[src/rtl/dram_bank_arbiter.sv]
// Two-requester read scheduler in front of one dram_bank. Row hits are favoured,
// otherwise requesters alternate; one read is outstanding at a time.
module dram_bank_arbiter #(
    parameter int ROW_W    = 4,
    parameter int DATA_W   = 32,
    parameter int TIMEOUT  = 15,
    parameter int MAX_HITS = 4
) (
    input  logic              clk,
    input  logic              rst,
    input  logic              req0_valid,
    input  logic [ROW_W-1:0]  req0_row,
    output logic              req0_ready,
    output logic              resp0_valid,
    output logic [DATA_W-1:0] resp0_data,
    input  logic              req1_valid,
    input  logic [ROW_W-1:0]  req1_row,
    output logic              req1_ready,
    output logic              resp1_valid,
    output logic [DATA_W-1:0] resp1_data,
    output logic [ROW_W-1:0]  bank_row_num,
    output logic              bank_input_valid,
    input  logic [DATA_W-1:0] bank_output_data,
    input  logic              bank_output_valid,
    output logic [ROW_W-1:0]  open_row,
    output logic              open_row_valid,
    output logic              timeout_err
);
    localparam int CNT_W = $clog2(TIMEOUT + 1);
    localparam int HS_W  = $clog2(MAX_HITS + 1);

    typedef enum logic [1:0] {S_IDLE, S_ISSUE, S_WAIT} state_t;

    state_t              r_state;
    state_t              w_state_next;
    logic                r_rr_ptr;
    logic [HS_W-1:0]     r_hit_streak;
    logic [ROW_W-1:0]    r_open_row;
    logic                r_open_row_valid;
    logic                r_timeout_err;
    logic [ROW_W-1:0]    r_row;
    logic                r_id;
    logic [CNT_W-1:0]    r_wait_cnt;
    logic                r_resp0_valid;
    logic                r_resp1_valid;
    logic [DATA_W-1:0]   r_resp_data;

    logic w_idle;
    logic w_both;
    logic w_hit0;
    logic w_hit1;
    logic w_use_hit;
    logic w_winner;
    logic w_accept;
    logic w_complete;
    logic w_timeout;

    // A hit override applies only when exactly one of two contenders hits.
    assign w_idle     = (r_state == S_IDLE);
    assign w_both     = req0_valid & req1_valid;
    assign w_hit0     = r_open_row_valid & (req0_row == r_open_row);
    assign w_hit1     = r_open_row_valid & (req1_row == r_open_row);
    assign w_use_hit  = w_both & (w_hit0 ^ w_hit1) & (r_hit_streak < HS_W'(MAX_HITS));
    assign w_winner   = !w_both ? req1_valid : (w_use_hit ? w_hit1 : r_rr_ptr);
    assign w_accept   = w_idle & (req0_valid | req1_valid);
    assign w_complete = ((r_state == S_ISSUE) | (r_state == S_WAIT)) & bank_output_valid;
    assign w_timeout  = (r_state == S_WAIT) & !bank_output_valid &
                        (r_wait_cnt == CNT_W'(TIMEOUT - 1));

    always_ff @(posedge clk) begin
        if (rst) begin
            r_state <= S_IDLE;
        end else begin
            r_state <= w_state_next;
        end
    end

    always_comb begin
        w_state_next = r_state;
        case (r_state)
            S_IDLE:  if (w_accept) w_state_next = S_ISSUE;
            S_ISSUE: w_state_next = bank_output_valid ? S_IDLE : S_WAIT;
            S_WAIT:  if (bank_output_valid || w_timeout) w_state_next = S_IDLE;
            default: w_state_next = S_IDLE;
        endcase
    end

    always_comb begin
        req0_ready       = !rst & w_idle & req0_valid & !w_winner;
        req1_ready       = !rst & w_idle & req1_valid & w_winner;
        bank_input_valid = (r_state == S_ISSUE);
        bank_row_num     = r_row;
    end

    always_ff @(posedge clk) begin
        if (rst) begin
            r_rr_ptr         <= 1'b0;
            r_hit_streak     <= '0;
            r_open_row       <= '0;
            r_open_row_valid <= 1'b0;
            r_timeout_err    <= 1'b0;
            r_row            <= '0;
            r_id             <= 1'b0;
            r_wait_cnt       <= '0;
            r_resp0_valid    <= 1'b0;
            r_resp1_valid    <= 1'b0;
            r_resp_data      <= '0;
        end else begin
            r_resp0_valid <= 1'b0;
            r_resp1_valid <= 1'b0;
            if (w_accept) begin
                r_row        <= w_winner ? req1_row : req0_row;
                r_id         <= w_winner;
                r_hit_streak <= w_use_hit ? r_hit_streak + HS_W'(1) : '0;
            end
            if (r_state == S_ISSUE) begin
                r_wait_cnt <= '0;
            end else if (r_state == S_WAIT) begin
                r_wait_cnt <= r_wait_cnt + CNT_W'(1);
            end
            if (w_complete) begin
                r_resp0_valid    <= !r_id;
                r_resp1_valid    <= r_id;
                r_resp_data      <= bank_output_data;
                r_open_row       <= r_row;
                r_open_row_valid <= 1'b1;
                r_rr_ptr         <= !r_id;
            end else if (w_timeout) begin
                // Answer with zero data so the requester is never left hanging.
                r_resp0_valid    <= !r_id;
                r_resp1_valid    <= r_id;
                r_resp_data      <= '0;
                r_open_row_valid <= 1'b0;
                r_timeout_err    <= 1'b1;
            end
        end
    end

    assign resp0_valid    = r_resp0_valid;
    assign resp1_valid    = r_resp1_valid;
    assign resp0_data     = r_resp0_valid ? r_resp_data : '0;
    assign resp1_data     = r_resp1_valid ? r_resp_data : '0;
    assign open_row       = r_open_row;
    assign open_row_valid = r_open_row_valid;
    assign timeout_err    = r_timeout_err;
endmodule

[config.mk]
export PLATFORM = sky130hd
export DESIGN_NAME = dram_bank_arbiter
export DESIGN_NICKNAME = d
export VERILOG_FILES = /design/src/rtl/dram_bank_arbiter.sv
export SDC_FILE = /design/constraint.sdc
export NUM_CORES = 1
export LEC_CHECK = 0
export ABC_AREA = 1
export BUFFER_PORTS_ARGS = -buffer_cell sky130_fd_sc_hd__buf_2
export CORE_UTILIZATION = 51
export CTS_CLUSTER_DIAMETER = 40
export DETAILED_ROUTE_END_ITERATION = 6
export GPL_ROUTABILITY_DRIVEN = 0
export PLACE_DENSITY_LB_ADDON = 0.08
export SLEW_MARGIN = 20
export SYNTH_ARGS = -nofsm -noshare
export SYNTH_HDL_FRONTEND = slang
export SYNTH_SLANG_ARGS = --single-unit
[constraint.sdc]
create_clock -name clk -period 4.3 [get_ports clk]
set_clock_uncertainty 0.05 [all_clocks]
set_input_delay 0.86 -clock clk [delete_from_list [all_inputs] [get_ports clk]]
set_output_delay 0.86 -clock clk [all_outputs]
set_load 0.01 [all_outputs]
---- Yosys cells after proc, flatten, opt, wreduce, memory -nomap -nowiden ----
Cells that the tools add are included.
storage, ports and cells
  register bits after elaboration ......... 55
  output and inout port bits .............. 79
  logic and storage cells ................. 68
operators by class
  add/sub/neg operators ................... 2
  magnitude comparators ................... 1
  equality and inequality tests ........... 7
  mux-type cells .......................... 18
  bitwise gates (word level) .............. 18
  reductions and logical operators ........ 10
operators with widths
  cell                 number
  $mux 32              4
  $and 1x1->1          14
  $eq 4x4->1           2
  $mux 1               8
  $mux 2               3
  $pmux 2 s3           1
  $add 4x1->4 const B  1
  $eq 4x4->1 const B   1
  $logic_not 1->1      4
  $mux 4               1
  $ne 2x1->1 const B   2
  $reduce_and 2->1     2
  $add 3x1->3 const B  1
  $lt 3x3->1 const B   1
  $mux 3               1
  $eq 2x1->1 const B   1
  $eq 2x2->1 const B   1
  $logic_not 2->1      1
  $or 1x1->1           2
  $reduce_bool 2->1    1
  $reduce_or 2->1      1
  $logic_or 1x1->1     1
  $not 1->1            1
  $xor 1x1->1          1

---- Longest topological paths before layout ----
Gate-level depths: netlist of the first run.
  depth after elaboration ................. 9
  gate-level depth with buffers ........... 13
  depth with buffers taken out ............ 13

---- Least setup slack after synthesis of the first run ----
Ideal clock, no wire load.
  path kind ............................... input port to output port
  from .................................... input req0_row[0]
  to ...................................... output req0_ready
  data arrival time ....................... 1.745 ns
  required time ........................... 3.390 ns
  slack ................................... 1.645 ns
  stages on the path ...................... 12
  buffers on the path ..................... 0
  path through ............................ inv_1 nand2_1 nand2_1 nor2_1 inv_1 nor2_1 nand2_1 nand3_1 nand2_2 nand3_2 nand3_1 inv_1
on the way
  longest elaborated chain between the ends .. 9
ends and longest elaborated chain
  item                      RTL line  text
  from (decl)               12        input logic [ROW_W-1:0] req0_row,
  $eq 4x4->1                61        assign w_hit0 = r_open_row_valid & (req0_row == r_open_row);
  $and 1x1->1               61
  $xor 1x1->1               63        assign w_use_hit = w_both & (w_hit0 ^ w_hit1) & (r_hit_streak < HS_W'(MAX_HITS));
  $and 1x1->1 (2 in a row)  63
  $mux 1 (2 in a row)       64        assign w_winner = !w_both ? req1_valid : (w_use_hit ? w_hit1 : r_rr_ptr);
  $logic_not 1->1           89        req0_ready = !rst & w_idle & req0_valid & !w_winner;
  $and 1x1->1               89
  to (decl)                 13        output logic req0_ready,
Every way passes these cells.

---- Final worst setup path of the first run ----
  from .................................... input req1_row[3]
  to ...................................... output req0_ready
on the way
  longest elaborated chain between the ends .. 9
ends and longest elaborated chain
  item                      RTL line  text
  from (decl)               17        input logic [ROW_W-1:0] req1_row,
  $eq 4x4->1 (*)            62        assign w_hit1 = r_open_row_valid & (req1_row == r_open_row);
  $and 1x1->1 (*)           62
  $xor 1x1->1               63
  $and 1x1->1 (2 in a row)  63
  $mux 1 (*) (2 in a row)   64
  $logic_not 1->1 (*)       89
  $and 1x1->1 (*)           89
Mark *: on every way between the ends. The rest lies on a longest branch, timed or not.

==> impl_metrics.env, run 1 <==
export IMPL_cts_resized=0
export IMPL_powerDensity_nw_per_um2=297.0
export IMPL_synth_avg_cell_area_um2=6.231
export IMPL_reg2reg_depth=8
export IMPL_initial_core_util_pct=53.99
export IMPL_yosysTopAreaCellShare_pct=39.18
export IMPL_port_buffers=123
export IMPL_synth_warnings=0
export IMPL_reg2reg_slack_ns=1.87
export IMPL_hold_depth=1
export IMPL_post_place_ws_ns=1.308
export IMPL_clock_sinks=55
export IMPL_slew_headroom_pct=59.64
export IMPL_row_count=26
export IMPL_drive_gt1_share_pct=26.37
export IMPL_cts_htree_levels=2
export IMPL_n_antenna_cell=0
export IMPL_hold_class="reg2reg"
export IMPL_synthTopCellsByCount="nand2_1, inv_1, dfxtp_1"
export IMPL_multiInputGateArea_um2=1284
export IMPL_drtPass1Iterations=4
export IMPL_clkTransAtPathRegs_ns=0.09
export IMPL_area_growth_pct=26.05
export IMPL_startpoint="req1_row[3]"
export IMPL_synth_seq_cells=55
export IMPL_seq_area_um2=1104
export IMPL_n_fill_cell=476
export IMPL_netlist_instances=451
export IMPL_synth_edf_count=0
export IMPL_die_h_um=76.23
export IMPL_worstHoldStart="r_id$_SDFFE_PP0P_"
export IMPL_die_w_um=76.23
export IMPL_grt_pass1_vias=2730
export IMPL_viasPerCell=4.638
export IMPL_finalSetupViolCount=0
export IMPL_ant_nets=0
export IMPL_drc_errors=0
export IMPL_worstPathArrival_ns=2.11
export IMPL_grt_usage_pct=23.73
export IMPL_clkLatencyLatePin_ns=0.29
export IMPL_core_area_um2=5205
export IMPL_critical_path_peak_fanout=7
export IMPL_grt_max_degree=46
export IMPL_rsz0062_at_grt="no"
export IMPL_cellLeakagePower_nw=2.253
export IMPL_clockRootBuffer="clkbuf_8"
export IMPL_synthMostInstantiatedCell="nand2_1"
export IMPL_syn_nets=502
export IMPL_ctsHoldBuffers=0
export IMPL_fmax_mhz=331.4
export IMPL_r2r_start="r_state[0]$_SDFFE_PP0P_"
export IMPL_syn_area_um2=2810
export IMPL_r2r_end="r_resp_data[19]$_SDFFE_PP0P_"
export IMPL_async_flop_share_pct=0
export IMPL_fin_crit_ns=3.017
export IMPL_dieArea_um2=5811
export IMPL_io_pins=124
export IMPL_drtIter0Drc=120
export IMPL_post_cts_buffers=0
export IMPL_clockBufferDepth=2
export IMPL_worstSetupStartpointType="input port"
export IMPL_synthFlopType="dfxtp_1"
export IMPL_route_vias_total=2945
export IMPL_timing_worst_slew_pin_value_ns=0.6046
export IMPL_irDropWorstVdd_v=0.0001798
export IMPL_min_to="resp0_valid$_SDFF_PP0_"
export IMPL_hold_violations=0
export IMPL_max_cap_viol_count=0
export IMPL_grt_first_pass_wirelength_um=11560
export IMPL_wl_per_cell_um=10.33
export IMPL_hpwlAfterDp_um=4801
export IMPL_outcome="completed"
export IMPL_cp_required_ns=3.39
export IMPL_yosys_area_top_type="dfxtp_1"
export IMPL_routed_wl_um=6557
export IMPL_cts_made_buffers=5
export IMPL_setup_tns_ns=0
export IMPL_path_class="in2out"
export IMPL_final_period_utilization_pct=70.17
export IMPL_grt_overflow=0
export IMPL_end_kind="output port"
export IMPL_yosysSeqAreaShare_pct=39.18
export IMPL_synth_distinct_cells=26
export IMPL_finalNetCount=617
export IMPL_cts_tree="yes"
export IMPL_timing_final_ws_setup_ns=1.283
export IMPL_slew_violations=0
export IMPL_synth_area_leaders="dfxtp_1, nand2_1, inv_1"
export IMPL_antenna_found_initial=0
through the flow:
stage | cell area, µm² | util [%] | power, W | hold slack [ns] | cells
2_1_floorplan | 2810 | - | 0.0007330 | 0.3759 | 451
3_3_place_gp | 3463 | 66.54 | 0.0008037 | 0.3977 | 629
3_5_place_dp | 3463 | 66.54 | 0.0008086 | 0.3985 | 629
4_1_cts | 3540 | 68.00 | 0.001064 | 0.4160 | 635
5_1_grt | 3542 | 68.05 | 0.001119 | 0.4399 | 635
6_report | 3542 | 68.05 | 0.001052 | 0.4088 | 635
final cells by class:
| type | count | area share [%] |
|---|---|---|
| well taps | 70 | 2.473 |
| multi-input cells | 283 | 36.24 |
| inverters | 96 | 10.17 |
| clock inverters | 1 | 0.2119 |
| repair buffers | 125 | 17.80 |
| flip-flops and latches | 55 | 31.16 |
| clock buffers | 5 | 1.943 |
power breakdown:
group          total (W)  leakage, nW  switching (W)  internal [W]
Combinational   0.000207         1.77       0.000129     0.0000775
Sequential      0.000589        0.449      0.0000395      0.000550
Clock           0.000256       0.0361       0.000147      0.000108
registers in the layout, indices dropped and copies added, names as in the netlist:
name / cells
r_hit_streak: 3
r_id: 1
open_row_valid: 1
r_state: 2
r_resp_data: 32
r_rr_ptr: 1
r_wait_cnt: 4
resp1_valid: 1
open_row: 4
bank_row_num: 4
timeout_err: 1
resp0_valid: 1
worst max path at each step:
stage	to	slack, ns
final	req0_ready	1.28
after global placement	req0_ready	1.37
after detailed placement	req0_ready	1.31
after global routing	req0_ready	1.11
after CTS	req0_ready	1.27
after floorplan	req0_ready	1.65
logic make-up (layout without fill, tap and decap cells):
family / count (synthesis) / in the layout / synth area share [%]
adder cells (fa/ha/maj): 6 / 6 / 2.671
XOR/XNOR: 1 / 1 / 0.3117
AO/OA/AOI/OAI: 63 / 63 / 11.62
buffers and inverters: 113 / 227 / 15.23
AND/OR/NAND/NOR: 213 / 213 / 30.99
flip-flops: 55 / 55 / 39.18
cells in the final DEF, fill, tap and decap left out:
master        n
a31oi_1       1
nor2_1       16
ha_1          6
a21oi_1      50
clkinvlp_4    1
o22ai_1       1
nand2_1     167
dfxtp_1      53
buf_2       123
nand4_1       6
clkbuf_8      5
o31ai_1       1
a211oi_1      1
nor3_1        2
a21oi_2       1
o21ai_0       8
clkinv_1      1
nor2_4        1
dfxtp_2       2
nand3_1      12
nor2_2        2
inv_2         5
nand2_2       4
xnor2_1       1
buf_4         2
nand3_2       2
inv_1        90
nor3_2        1
worst max-delay path, stage by stage:
cell	delay [ns]
buf_2	0.10
inv_1	0.08
nor2_1	0.07
nor2_2	0.17
nand3_2	0.10
nand2_1	0.09
nand3_1	0.09
nand2_2	0.12
nand3_2	0.16
nand3_1	0.11
inv_1	0.04
buf_2	0.13
metal layers:
metal  part of all wire, %  GRT usage, %  up-vias
li1                      -             -     1575
met5                     0             0        -
met3                   5.6         3.832       10
met4                   1.7         9.038        0
met1                    45         27.42     1263
met2                    48         43.51       97
(Power assumes the default switching activity.)
==> inputs of run 2 (changes only) <==
--- a/config.mk
+++ b/config.mk
@@ -5,9 +5,9 @@
 export SDC_FILE = /design/constraint.sdc
 export NUM_CORES = 1
 export LEC_CHECK = 0
-export ABC_AREA = 1
+export ABC_AREA = 0
 export BUFFER_PORTS_ARGS = -buffer_cell sky130_fd_sc_hd__buf_2
-export CORE_UTILIZATION = 51
+export CORE_UTILIZATION = 43
 export CTS_CLUSTER_DIAMETER = 40
 export DETAILED_ROUTE_END_ITERATION = 6
 export GPL_ROUTABILITY_DRIVEN = 0
==> constraint.sdc (replaced) <==
create_clock -name clk -period 2.6 [get_ports clk]
set_clock_uncertainty 0.05 [all_clocks]
set_input_delay 0.52 -clock clk [delete_from_list [all_inputs] [get_ports clk]]
set_output_delay 0.52 -clock clk [all_outputs]
set_load 0.01 [all_outputs]
==> run 2 against run 1 <==
Setup slack lost 1.1 ns; utilization fell by 9.6 points; clock power is 89% higher; routed wire length rose by 7.7%; total power increased by 60%; sequential power increased by 58%; largest cell class unchanged; largest power group unchanged.
==> impl_metrics.env, run 2 <==
export IMPL_utilization_pct=58.46
export IMPL_layout_commonest_cell="buf_2"
export IMPL_synthMostInstantiatedCell="and2_1"
export IMPL_clkLatencyLatePin_ns=0.30
export IMPL_setup_tns_ns=0
export IMPL_grt_max_degree=45
export IMPL_finalNetCount=515
export IMPL_final_period_utilization_pct=94.52
export IMPL_end_kind="output port"
export IMPL_slew_violations=0
export IMPL_outcome="completed"
export IMPL_ant_nets=0
export IMPL_path_class="reg2out"
export IMPL_hold_ws_ns=0.3914
export IMPL_port_buffers=123
export IMPL_max_cap_viol_count=0
export IMPL_post_cts_buffers=0
export IMPL_grt_first_pass_wirelength_um=10890
export IMPL_hpwlAfterDp_um=5102
export IMPL_synth_edf_count=0
export IMPL_ctsHoldBuffers=0
export IMPL_met1_usage_pct=25.66
export IMPL_hold_violations=0
export IMPL_netlist_instances=351
export IMPL_clkTransAtPathRegs_ns=0.10
export IMPL_initial_core_util_pct=45.81
export IMPL_cts_htree_levels=2
export IMPL_synth_area_leaders="dfxtp_1, and2_1, a21oi_1"
export IMPL_routed_wl_um=7061
export IMPL_row_count=28
export IMPL_drtIter0Drc=115
export IMPL_critical_path_peak_fanout=5
export IMPL_drc_errors=0
export IMPL_cts_made_buffers=5
export IMPL_die_h_um=82.36
export IMPL_area_growth_pct=27.63
export IMPL_cts_tree="yes"
export IMPL_irDropWorstVdd_v=0.0003341
export IMPL_antenna_found_initial=0
export IMPL_clockBufferDepth=2
export IMPL_drtPass1Iterations=4
export IMPL_drive_gt1_share_pct=31.47
export IMPL_grt_use_met3_pct=3.736
export IMPL_clockRootBuffer="clkbuf_8"
export IMPL_core_area_um2=6061
export IMPL_rsz0062_at_grt="no"
export IMPL_synth_distinct_cells=36
export IMPL_viasPerCell=5.061
export IMPL_finalSetupViolCount=0
export IMPL_yosysSeqAreaShare_pct=39.66
export IMPL_cp_slowest_stage_delay_ns=0.42
export IMPL_synth_warnings=0
export IMPL_powerDensity_nw_per_um2=475.3
export IMPL_largest_reg_flops=32
export IMPL_wl_per_cell_um=13.10
export IMPL_path_cells="xnor2_1 -> nand3_2 -> nor3_4 -> o21ai_2 -> a31o_4 -> nor2_1 -> buf_2"
export IMPL_yosysTopAreaCellShare_pct=39.66
export IMPL_worstSetupStartpointType="register"
export IMPL_top_usage_layer="met2"
export IMPL_use_met2_pct=37.02
export IMPL_synth_avg_cell_area_um2=7.910
export IMPL_grt_usage_pct=20.78
export IMPL_slew_headroom_pct=63.74
export IMPL_grt_overflow=0
export IMPL_fin_crit_ns=2.458
export IMPL_clock_sinks=55
export IMPL_regMostFlops="r_resp_data"
export IMPL_cellLeakagePower_nw=1.647
export IMPL_crit_buf_inv=1
export IMPL_syn_area_um2=2776
export IMPL_yosys_area_top_type="dfxtp_1"
export IMPL_async_flop_share_pct=0
export IMPL_placed_cell_area_um2=3451
export IMPL_route_vias_total=2728
export IMPL_worstPathArrival_ns=1.89
export IMPL_io_pins=124
export IMPL_final_cell_mix="buf_2, and2_1, dfxtp_1, nand2_1, a21oi_1"
export IMPL_crit_family="simple AND/OR/NAND/NOR gates"
export IMPL_hold_class="in2reg"
export IMPL_syn_nets=402
export IMPL_fin_area_um2=3543
export IMPL_fmax_mhz=406.9
export IMPL_cp_required_ns=2.03
export IMPL_n_antenna_cell=0
export IMPL_slowest_stage="dfxtp_1"
export IMPL_synth_seq_cells=55
export IMPL_dieArea_um2=6782
export IMPL_power_w=0.001684
export IMPL_die_w_um=82.36
export IMPL_synthTopCellsByCount="and2_1, dfxtp_1, nand2_1"
export IMPL_grt_pass1_vias=2333
export IMPL_timing_worst_slew_pin_value_ns=0.5439
export IMPL_synthFlopType="dfxtp_1"
run 2: cell types whose count changed after synthesis, moves of 6 or more:
cell     delta
nand2_1   -118
inv_1      -83
and2_1     +65
nand3_1    +21
a21oi_1     -9
o21ai_0     -7
xnor2_1     +6
run 2: path summary, 6_finish.rpt:
check,start,to,slack [ns],cells past startpoint
worst max-delay path,open_row[0]$_SDFFE_PP0P_,req0_ready,0.14,7
worst min-delay path,bank_output_data[10],r_resp_data[10]$_SDFFE_PP0P_,0.39,3
worst max register to register,open_row[0]$_SDFFE_PP0P_,bank_row_num[2]$_SDFFE_PP0P_,0.83,6
worst min register to register,timeout_err$_SDFFE_PP0P_,timeout_err$_SDFFE_PP0P_,0.40,2
run 2: worst register-to-register path, cell delays in order, from the launching register on:
cell	delay [ns]
dfxtp_1	0.42
xnor2_1	0.16
nand3_2	0.15
nor3_4	0.27
o21ai_2	0.10
a31o_4	0.26
o221a_1	0.25
run 2: power breakdown:
| group | internal [W] | total [W] | switching, W |
|---|---|---|---|
| sequential | 0.000890 | 0.000928 | 0.0000385 |
| combinational | 0.000113 | 0.000271 | 0.000159 |
| clock | 0.000215 | 0.000485 | 0.000270 |
run 2: metrics by stage:
stage | instances | worst slack (ns)
6_report | 539 | 0.1425
4_1_cts | 539 | 0.1417
2_1_floorplan | 351 | 0.4630
3_5_place_dp | 532 | 0.2391
3_3_place_gp | 532 | 0.2151
5_1_grt | 539 | 0.003306
run 2: routing by layer:
| layer | up-vias | wire (µm) |
|---|---|---|
| li1 | 1399 | - |
| met1 | 1250 | 3120 |
| met2 | 73 | 3526 |
| met3 | 6 | 347 |
| met4 | 0 | 67 |
| met5 | - | 0 |
run 2: what timing repair did:
| item | CTS | global route |
|---|---|---|
| endpoints found under the setup margin | 0 | 1 |
| gates resized for setup | 0 | 1 |
| hold endpoints to repair | 0 | 0 |
run 2: kinds of logic after synthesis:
group / synth area share, %
AO/OA/AOI/OAI: 14.42
buffers and inverters: 4.552
XOR/XNOR: 3.785
flip-flops: 39.66
multiplexers: 0.3605
adder cells (fa/ha/maj): 2.704
AND/OR/NAND/NOR: 34.52
run 2: area by class of cell:
| type | count | area [µm²] |
|---|---|---|
| multi-input cells | 265 | 1549 |
| repair buffers | 130 | 680.7 |
| well taps | 75 | 93.84 |
| flip-flops and latches | 55 | 1102 |
| clock inverters | 1 | 8.758 |
| clock buffers | 6 | 82.58 |
| fillers | 613 | 2517 |
| inverters | 7 | 26.28 |
